[src/rtl/rx_pkt_arbiter.sv]
// rtl/rx_pkt_arbiter.sv - packet-granular round-robin arbiter in front of the RX filter pipeline
//
// Purpose: shares one 512-bit AXI-Stream output between NUM_PORTS sources. A grant is
// held from the first beat to the tlast beat of a packet, so packets never interleave.
// Each output beat carries the index of its source on m_axis_tid, and a per-source
// 32-bit wrapping counter tracks forwarded packets.
//
// Ports:
//   aclk, aresetn        clock, asynchronous active-low reset
//   s_axis_*             NUM_PORTS packed source streams (port i at [i*W +: W])
//   m_axis_*             registered output stream toward the filter pipeline
//   m_axis_tid           source index of the beat currently on m_axis
//   pkt_count            per-source packet counters, port i at [i*32 +: 32]
module rx_pkt_arbiter #(
  parameter int NUM_PORTS = 2,
  parameter int TUSER_W   = 48
) (
  input  logic                         aclk,
  input  logic                         aresetn,
  input  logic [NUM_PORTS-1:0]         s_axis_tvalid,
  input  logic [NUM_PORTS*512-1:0]     s_axis_tdata,
  input  logic [NUM_PORTS*64-1:0]      s_axis_tkeep,
  input  logic [NUM_PORTS-1:0]         s_axis_tlast,
  input  logic [NUM_PORTS*TUSER_W-1:0] s_axis_tuser,
  output logic [NUM_PORTS-1:0]         s_axis_tready,
  output logic                         m_axis_tvalid,
  output logic [511:0]                 m_axis_tdata,
  output logic [63:0]                  m_axis_tkeep,
  output logic                         m_axis_tlast,
  output logic [TUSER_W-1:0]           m_axis_tuser,
  output logic [1:0]                   m_axis_tid,
  input  logic                         m_axis_tready,
  output logic [NUM_PORTS*32-1:0]      pkt_count
);

  typedef enum logic {
    ST_ARB  = 1'b0,
    ST_XFER = 1'b1
  } state_e;

  state_e                   state_q, state_d;
  logic [1:0]               grant_q, grant_d;
  logic [1:0]               last_grant_q, last_grant_d;
  logic [NUM_PORTS*32-1:0]  pkt_count_q, pkt_count_d;

  logic                     out_vld_q;
  logic [511:0]             out_data_q;
  logic [63:0]              out_keep_q;
  logic                     out_last_q;
  logic [TUSER_W-1:0]       out_user_q;
  logic [1:0]               out_tid_q;

  // Per-port flags padded to the 4-port maximum so a 2-bit index is always in range.
  logic [3:0]               vld_pad;
  logic [3:0]               last_pad;
  logic [3:0]               rdy_pad;

  logic                     out_ready;
  logic                     beat_acc;
  logic                     pkt_done;
  logic [2:0]               rr_idx;
  logic [1:0]               rr_pick;
  logic                     rr_found;

  logic [511:0]             sel_data;
  logic [63:0]              sel_keep;
  logic [TUSER_W-1:0]       sel_user;

  assign vld_pad  = 4'(s_axis_tvalid);
  assign last_pad = 4'(s_axis_tlast);

  // The output register may take a new beat when empty or draining this cycle.
  assign out_ready = !out_vld_q || m_axis_tready;
  assign beat_acc  = (state_q == ST_XFER) && vld_pad[grant_q] && out_ready;
  assign pkt_done  = beat_acc && last_pad[grant_q];

  assign sel_data = s_axis_tdata[int'(grant_q)*512 +: 512];
  assign sel_keep = s_axis_tkeep[int'(grant_q)*64 +: 64];
  assign sel_user = s_axis_tuser[int'(grant_q)*TUSER_W +: TUSER_W];

  // Round-robin scan starting just after the last granted port. last_grant + k is
  // below 2*NUM_PORTS, so a single conditional subtraction is a full modulo.
  always_comb begin
    rr_found = 1'b0;
    rr_pick  = 2'd0;
    rr_idx   = 3'd0;
    for (int k = 1; k <= NUM_PORTS; k++) begin
      rr_idx = 3'(last_grant_q) + 3'(k);
      if (rr_idx >= 3'(NUM_PORTS)) begin
        rr_idx = rr_idx - 3'(NUM_PORTS);
      end
      if (!rr_found && vld_pad[rr_idx[1:0]]) begin
        rr_found = 1'b1;
        rr_pick  = rr_idx[1:0];
      end
    end
  end

  always_comb begin
    state_d      = state_q;
    grant_d      = grant_q;
    last_grant_d = last_grant_q;
    rdy_pad      = 4'd0;
    case (state_q)
      ST_ARB: begin
        if (rr_found) begin
          grant_d = rr_pick;
          state_d = ST_XFER;
        end
      end
      ST_XFER: begin
        rdy_pad[grant_q] = out_ready;
        // Grant is kept through source bubbles; only tlast releases it.
        if (pkt_done) begin
          last_grant_d = grant_q;
          state_d      = ST_ARB;
        end
      end
      default: state_d = ST_ARB;
    endcase
  end

  assign s_axis_tready = rdy_pad[NUM_PORTS-1:0];

  always_comb begin
    pkt_count_d = pkt_count_q;
    if (pkt_done) begin
      pkt_count_d[int'(grant_q)*32 +: 32] = pkt_count_q[int'(grant_q)*32 +: 32] + 32'd1;
    end
  end

  always_ff @(posedge aclk or negedge aresetn) begin
    if (!aresetn) begin
      state_q      <= ST_ARB;
      grant_q      <= 2'd0;
      last_grant_q <= 2'(NUM_PORTS - 1);
      pkt_count_q  <= '0;
      out_vld_q    <= 1'b0;
      out_data_q   <= '0;
      out_keep_q   <= '0;
      out_last_q   <= 1'b0;
      out_user_q   <= '0;
      out_tid_q    <= 2'd0;
    end else begin
      state_q      <= state_d;
      grant_q      <= grant_d;
      last_grant_q <= last_grant_d;
      pkt_count_q  <= pkt_count_d;
      if (beat_acc) begin
        out_vld_q  <= 1'b1;
        out_data_q <= sel_data;
        out_keep_q <= sel_keep;
        out_last_q <= last_pad[grant_q];
        out_user_q <= sel_user;
        out_tid_q  <= grant_q;
      end else if (out_ready) begin
        out_vld_q  <= 1'b0;
      end
    end
  end

  assign m_axis_tvalid = out_vld_q;
  assign m_axis_tdata  = out_data_q;
  assign m_axis_tkeep  = out_keep_q;
  assign m_axis_tlast  = out_last_q;
  assign m_axis_tuser  = out_user_q;
  assign m_axis_tid    = out_tid_q;
  assign pkt_count     = pkt_count_q;

endmodule

[config.mk]
export PLATFORM = sky130hd
export DESIGN_NAME = rx_pkt_arbiter
export DESIGN_NICKNAME = d
export VERILOG_FILES = /design/src/rtl/rx_pkt_arbiter.sv
export SDC_FILE = /design/constraint.sdc
export NUM_CORES = 1
export LEC_CHECK = 0
export ABC_AREA = 1
export CAP_MARGIN = 25
export CORE_AREA = 4 4 757 759
export DETAILED_ROUTE_END_ITERATION = 10
export DIE_AREA = 0 0 761 763
export GPL_ROUTABILITY_DRIVEN = 0
export MAX_ROUTING_LAYER = met4
export PLACE_DENSITY = 0.3
export RECOVER_POWER = 25
export SYNTH_ARGS = -nofsm -noshare
export SYNTH_HDL_FRONTEND = slang
export SYNTH_SLANG_ARGS = --single-unit
export TNS_END_PERCENT = 10
[constraint.sdc]
create_clock -name aclk -period 2.8 [get_ports aclk]
set_clock_uncertainty 0.05 [all_clocks]
set_input_delay 0.28 -clock aclk [delete_from_list [all_inputs] [get_ports aclk]]
set_output_delay 0.28 -clock aclk [all_outputs]
set_load 0.005 [all_outputs]
After elaboration in Yosys (flattened, before gate mapping)
Index checks and enable logic that the tools add are counted.

Bits in writable memories: 0. Latch bits: 0. Memory bits (read-only): 0. Bits in registers: 697. Memories kept: 0. Bits of input ports: 1255.

Add/sub/neg operators: 6. Multiply operators: 1. Equal/unequal tests: 0. Shift-type cells: 6. Divide/modulo/power cells: 0. Order comparisons: 6. Reduce and logical (&&, ||, !) cells: 11. Bitwise logic cells: 2. Muxes and demuxes: 23.

Operators by type and width (count): 1024-bit by 12-bit variable part select with 512-bit output (1); 128-bit by 9-bit variable part select with 64-bit output (1); 96-bit by 9-bit variable part select with 48-bit output (1); 64-bit bitwise mux (1); 32-bit by 33-bit variable shift with 64-bit output (first input constant) (1); 32-bit by 33-bit variable part select with 64-bit output (1); 64-bit by 8-bit variable part select with 32-bit output (1); 7-bit negator with 33-bit output (1); 32-bit by 1-bit adder with 32-bit output (second input constant) (1); 1-bit 2-to-1 mux (11); 2-bit 2-to-1 mux (5); 2-bit by 3-bit less-than comparator with 1-bit output (second input constant) (3); 1-bit binary-select mux with 2-bit select (4); 3-bit by 2-bit greater-or-equal comparator with 1-bit output (second input constant) (2); 1-bit logical AND (5); 2-bit by 2-bit multiplier with 4-bit output (second input constant) (1); 2-bit AND reduction (2); 2-bit subtractor (second input constant) (2); 2-bit by 1-bit adder with 3-bit output (second input constant) (1); 2-bit by 2-bit adder with 3-bit output (second input constant) (1); 2-bit AND (1); 1-bit demux with 2-bit select (1); 2-bit by 1-bit greater-or-equal comparator with 1-bit output (second input constant) (1); 1-bit zero test (2); other kinds (4) (4).

Depth between registers and ports, before layout
Gate-level depths: netlist of run 1.

Depth in word-level cells: 11. Depth in mapped cells: 16. Gate-level depth less buffers: 15.

Worst setup path before layout of run 1
Ideal clock, no wire load.

Path type: reg-to-reg. From: reg grant_q[1]. To: reg pkt_count_q[50] (netlist: pkt_count[50]). Slack: 0.243 ns. Data arrival time: 2.391 ns. Path buffers: 3. Cell stages (with the launch flop): 17. Setup time: 0.117 ns. Period minus slack after synthesis: 2.557 ns. Cell sequence: dfrtp_1 -> inv_1 -> buf_2 -> buf_1 -> clkbuf_1 -> nand2_1 -> inv_1 -> ha_1 -> inv_1 -> nor2_2 -> nand2_2 -> nor2_2 -> nand2_1 -> nand2_1 -> nand2_1 -> nand2_1 -> nand2_1.

Word-level cells in the longest chain between the ends: 5.

Ends and longest elaborated chain: start: declaration (RTL line 42) `logic [1:0] grant_q, grant_d;`; start signal: assignment (RTL line 146) `grant_q <= grant_d;`; branches (longest 5 deep; another with 32-bit by 1-bit adder with 32-bit output); end signal: assignment (RTL line 148) `pkt_count_q <= pkt_count_d;`; end: declaration (RTL line 44) `logic [NUM_PORTS*32-1:0] pkt_count_q, pkt_count_d;`.

Several ways; the timed one is not identified. The select of a mux whose other input is x is not followed. A chain may end at the register's enable or synchronous reset.

Worst setup path after layout of run 1
From: reg grant_q[0]. To: reg out_data_q[412] (netlist: m_axis_tdata[412]).

Word-level cells in the longest chain between the ends: 4.

Ends and longest elaborated chain: branches (longest 4 deep; another with 1024-bit by 12-bit variable part select with 512-bit output); end signal: assignment (RTL line 151) `out_data_q <= sel_data;`; end: declaration (RTL line 47) `logic [511:0] out_data_q;`.

Several ways; the timed one is not identified. The select of a mux whose other input is x is not followed.

==> results_dict.tcl, run 1 <==
set metrics [dict create \
    num_io_pins 1949 \
    grt_pass1_wl_mm 518.7 \
    crit_fanout 96 \
    hold_class "in -> reg" \
    dr.pass1.iters 5 \
    grt_usage 0.1425 \
    antenna_found_initial 383 \
    fill_cells 65410 \
    ys_seq_area_frac 0.5392 \
    row_count 277 \
    vias_per_cell 2.928 \
    maxSlewViolCount 41 \
    avgSynthCellArea_um2 7.972 \
    synth_cells 4058 \
    multi_input_area_mm2 0.01333 \
    fin_nets 8327 \
    cellLeakagePower_uw 0.02879 \
    cts.sinks 697 \
    endpoint_kind "register" \
    cts_buffer_depth 4 \
    ys_ff_latch 697 \
    wirelength_mm 420.8 \
    violations "capacitance limit, slew limit" \
    cts_buffers 107 \
    startpoint "grant_q[0]" \
    hold_start "s_axis_tdata[8]" \
    synth_largest_area_cell "dfrtp_1" \
    drt_iter0_markers 3108 \
    routedWlPerCell_um 28.29 \
    power_density_mw_per_mm2 967.7 \
    startpoint_type "register" \
    critPathKind "reg -> reg" \
    grt-ovfl-total 0 \
    synth_area_leaders "dfrtp_1 54%, nand2_1 18%, a31oi_1 12%" \
    timing.fmax_mhz 369.7 \
    die_y_um 763 \
    dp_hpwl_mm 368.8 \
    finalHoldViolations 0 \
    synth_nets 5318 \
    setup_violations 0 \
    grt_max_degree 118 \
    grt_pass1_vias 44330 \
    die_area_mm2 0.5806 \
    r2r-start "grant_q[0]" \
    relSlewSlack -0.06723 \
    layout-area-overhead-vs-synth_pct 136.4 \
    register_area_mm2 0.01745 \
    async_flop_share 1.000 \
    critPathArrivalTime_ns 3.45 \
    initial_utilization 0.05705 \
    ys_types 29 \
    ys_warn_count 0 \
    tightest_slew_ns 1.601 \
    drc 0 \
    synth-edff-count 0 \
    setup_ws_ns 0.09546 \
    peakVddDrop_mv 0.5576 \
    outcome "finished with violations" \
    place_ws_ns 0.2485 \
    vias 43560 \
    fin_crit_sh 0.9659 \
    syn-cell-area_mm2 0.03235 \
    period_minus_slack_ns 2.705 \
    final_core_util 0.1349 \
    core-area_mm2 0.5670 \
    reg2reg_slack_ns 0.1 \
    cap_viol_max_count 1 \
    netlist_top_cells_count "1,550 x nand2_1, 696 x dfrtp_1, 674 x nor2_1" \
    cts_tree "built" \
    drive_gt1_frac 0.05891 \
    synth-main-ff-cell "dfrtp_1" \
    required_ns 3.54 \
    port_buffers 1948 \
    insertion_delay_ns 0.79 \
    fp.dieW_um 761 \
    cts_root_buffer "clkbuf_16" \
    h-tree-depth 3 \
    yosysTopAreaCellShare 0.5384 \
    yosysMostFrequentCell "nand2_1" \
    cts.reportedPaths.clkPinSlew_ns 0.06 \
    final_antenna_net_count 0 \
]
placed cells by master (no fill, tap or decap), drive strengths merged:
cell type / Yosys / routed
a22o: 10 / 10
nor2: 690 / 690
xnor2: 2 / 2
clkinvlp: 0 / 1
o22ai: 1 / 1
dfrtp: 696 / 696
nor3: 2 / 2
inv: 40 / 43
nand2: 1567 / 1567
nand4: 1 / 1
clkinv: 0 / 14
ha: 5 / 5
o21ai: 13 / 13
diode: 0 / 197
xor2: 5 / 5
buf: 212 / 195
dlymetal6s2s: 0 / 2
dlygate4sd2: 0 / 1
clkdlybuf4s50: 0 / 1917
bufinv: 0 / 9
dfstp: 1 / 1
a31oi: 624 / 624
nand3: 97 / 97
clkbuf: 92 / 204
dlygate4sd3: 0 / 1047
metal layers:
layer,global-route usage,vias up,wire length (um)
met3,0.06539,462,47120
li1,-,19720,-
met4,0.02986,0,12150
met2,0.2225,2282,186800
met5,-,-,0
met1,0.1676,21090,174700
layout make-up:
type                            instances  area share
Multi-Input combinational cell       3017      0.1744
Inverter                               40    0.002160
Clock inverter                         27    0.004991
Tap cell                             7533      0.1233
Sequential cell                       697      0.2282
Clock buffer                          162     0.04155
Antenna cell                          197    0.006447
Timing Repair Buffer                 3204      0.4191
worst max-delay path: stages (launching register included):
cell           delay (ns)
dfrtp_4              0.55
buf_12               0.19
o21ai_2              0.15
nand3_2              0.11
nor2_4               0.20
buf_12               0.21
buf_16               0.34
nor2_1               0.07
a31oi_1              0.15
dlygate4sd3_1        0.56
where the power goes:
group / internal, uW / switching, uW / total, uW
logic: 18100 / 23200 / 41300
registers: 14900 / 3490 / 18400
clock network: 8570 / 5800 / 14400
total: 41500 / 32500 / 74000
worst paths after layout:
path,cells after the start,endpoint
min,3,m_axis_tdata[8]
max,9,m_axis_tdata[412]
max in group asynchronous,4,last_grant_q[0]
max reg2reg,9,m_axis_tdata[412]
min in group asynchronous,2,m_axis_tdata[205]
min reg2reg,2,last_grant_q[0]
cell families after synthesis:
family / synth area share
fa+ha+maj: 0.001934
flops: 0.5392
buf+inv: 0.04920
simple gates: 0.2822
compound gates: 0.1256
xor+xnor: 0.001895
state kept, by name, indices dropped and copies added (netlist names):
register       flops
m_axis_tdata     512
m_axis_tkeep      64
pkt_count         64
m_axis_tuser      48
grant_q            2
last_grant_q       2
m_axis_tid         2
m_axis_tlast       1
m_axis_tvalid      1
state_q            1
through the flow:
stage                     power [uW]  setup TNS, ns  hold WS, ns  instances  area, um2
after floorplan                30090              0     -0.06559       4058      32350
after global placement         56920              0       0.3456      13430      61960
after detailed placement       56800              0       0.3514      13430      61960
after CTS                      75730              0    0.0006782      14670      76030
after global routing           78660       -0.02841      0.03675      14840      76370
final                          74000              0      0.09763      14880      76460
repair_timing:
action                                  in CTS  in global routing
endpoints found under the setup margin       1                 48
pin swaps                                    0                  1
cloned                                       0                  4
endpoints found under the hold margin      669                  0
hold buffers                              1047                  0
buffers inserted                             2                  4
resized for setup                            5                 16
(Power assumes the default switching activity.)
==> run 2: changes to the inputs <==
--- a/config.mk
+++ b/config.mk
@@ -8,6 +8,7 @@
 export ABC_AREA = 1
 export CAP_MARGIN = 25
 export CORE_AREA = 4 4 757 759
+export CTS_CLUSTER_SIZE = 24
 export DETAILED_ROUTE_END_ITERATION = 10
 export DIE_AREA = 0 0 761 763
 export GPL_ROUTABILITY_DRIVEN = 0
==> results of run 2 <==
Final layout, timing and power as in run 1 (identical DEF).
==> run 3: changes to the inputs <==
--- a/config.mk
+++ b/config.mk
@@ -15,6 +15,7 @@
 export MAX_ROUTING_LAYER = met4
 export PLACE_DENSITY = 0.3
 export RECOVER_POWER = 25
+export SKIP_CTS_REPAIR_TIMING = 1
 export SYNTH_ARGS = -nofsm -noshare
 export SYNTH_HDL_FRONTEND = slang
 export SYNTH_SLANG_ARGS = --single-unit
==> results_dict.tcl, run 3 (synthesis gave the netlist of run 1 again) <==
set metrics [dict create \
    fin_cells 14680 \
    largest_reg_flops 512 \
    finalHoldViolations 0 \
    cts.sinks 697 \
    final_cell_mix "1,918 x clkdlybuf4s50_1, 1,550 x nand2_1, 833 x dlygate4sd3_1, 695 x dfrtp_1, 673 x nor2_1" \
    antenna_found_initial 380 \
    grt_busiest_layer "met2" \
    core-area_mm2 0.5670 \
    crit_slowest_cell "dlygate4sd3_1" \
    cpPeakStageDelay_ns 0.56 \
    timing.fmax_mhz 374.0 \
    register_area_mm2 0.01745 \
    period_minus_slack_ns 2.674 \
    power_density_mw_per_mm2 975.4 \
    routedWlPerCell_um 28.48 \
    outcome "finished with violations" \
    die_y_um 763 \
    cellLeakagePower_uw 0.02782 \
    row_count 277 \
    crit_fanout 20 \
    initial_utilization 0.05705 \
    num_io_pins 1949 \
    use_met2 0.2211 \
    dp_hpwl_mm 368.8 \
    cts_tree "built" \
    grtUsageMet1 0.1529 \
    relSlewSlack -0.05236 \
    wirelength_mm 418.1 \
    finish.instance_area_mm2 0.07417 \
    grt_pass1_vias 39180 \
    fp.dieW_um 761 \
    hold_class "in -> reg" \
    met3_usage 0.08640 \
    critPathKind "reg -> reg" \
    grt_max_degree 118 \
    critPathArrivalTime_ns 3.44 \
    path_cells "buf_4 -> o21ai_1 -> nand3_1 -> nor2_4 -> buf_12 -> buf_12 -> buf_4 -> nor2_1 -> a31oi_1 -> dlygate4sd3_1" \
    grt_usage 0.1410 \
    maxSlewViolCount 41 \
    cap_viol_max_count 1 \
    crit_end "m_axis_tdata[511]" \
    vias_per_cell 2.913 \
    r2r-start "grant_q[0]" \
    ff2ff_path_depth 10 \
    final_common_cell "clkdlybuf4s50_1" \
    port_buffers 1948 \
    fill_cells 65530 \
    cts_buffer_depth 4 \
    peakVddDrop_mv 0.5556 \
    startpoint "grant_q[0]" \
    fin_crit_sh 0.9550 \
    setup_violations 0 \
    startpoint_type "register" \
    drive_gt1_frac 0.05949 \
    layout-area-overhead-vs-synth_pct 129.3 \
    drc 0 \
    required_ns 3.57 \
    power_uw 72350 \
    die_area_mm2 0.5806 \
    violations "capacitance limit, slew limit" \
    cts_root_buffer "clkbuf_16" \
    fin_nets 8106 \
    cts_buffers 107 \
    final_antenna_net_count 0 \
    hold_slack_ns 0.02277 \
    r2r_end "m_axis_tdata[511]" \
    reg2reg_slack_ns 0.13 \
    cts.reportedPaths.clkPinSlew_ns 0.06 \
    drt_iter0_markers 3110 \
    grt_pass1_wl_mm 503.6 \
    grt-ovfl-total 0 \
    endpoint_kind "register" \
    h-tree-depth 3 \
    place_inst 13430 \
    placed_area_mm2 0.06196 \
    multi_input_area_mm2 0.01332 \
    tightest_slew_ns 1.579 \
    insertion_delay_ns 0.79 \
    finalSetupTns_ns 0 \
    dr.pass1.iters 6 \
    vias 42770 \
]
==> run 3: power breakdown <==
part	internal (uW)	leakage [uW]	switching (uW)
registers	14900	0.00796	3470
logic	17000	0.0181	22700
clock network	8570	0.00175	5810
total	40400	0.0278	31900
==> run 3: critical path: cells and delay by family (launching register included) <==
kind | cells | cell delay (ns)
DFF | 1 | 0.54
buffers and inverters | 5 | 1.35
and+or+nand+nor | 3 | 0.38
AOI/OAI and AO/OA | 2 | 0.26
==> run 3: how the worst min path moves through the flow <==
stage	start	to	slack, ns	cells past startpoint
global route	s_axis_tdata[555]	m_axis_tdata[43]	0.0003	3
finish	s_axis_tdata[190]	m_axis_tdata[190]	0.02	3
CTS	aresetn	m_axis_tdata[205]	-0.57	1
floorplan	aresetn	grant_q[0]	-0.07	0
global placement	aresetn	m_axis_tdata[183]	0.35	1
detailed placement	aresetn	m_axis_tdata[183]	0.35	1
==> run 3: cell type report <==
type / count / area share
Timing Repair Buffer: 2983 / 0.4004
Sequential cell: 697 / 0.2352
Multi-Input combinational cell: 3017 / 0.1796
Tap cell: 7533 / 0.1271
Clock buffer: 162 / 0.04283
Antenna cell: 221 / 0.007456
Clock inverter: 27 / 0.005145
Inverter: 40 / 0.002227
==> run 3: routing by layer <==
| metal | vias up | wire length, um |
|---|---|---|
| met5 | - | 0 |
| met4 | 0 | 11060 |
| met3 | 473 | 50950 |
| met1 | 20660 | 169600 |
| met2 | 2306 | 186500 |
| li1 | 19320 | - |
==> run 3: per-stage QoR <==
step	setup slack, ns	util
detailed placement	0.2485	0.1093
global placement	0.2656	0.1093
global route	-0.01113	0.1307
CTS	-0.4516	0.1155
floorplan	0.2428	-
finish	0.1260	0.1308
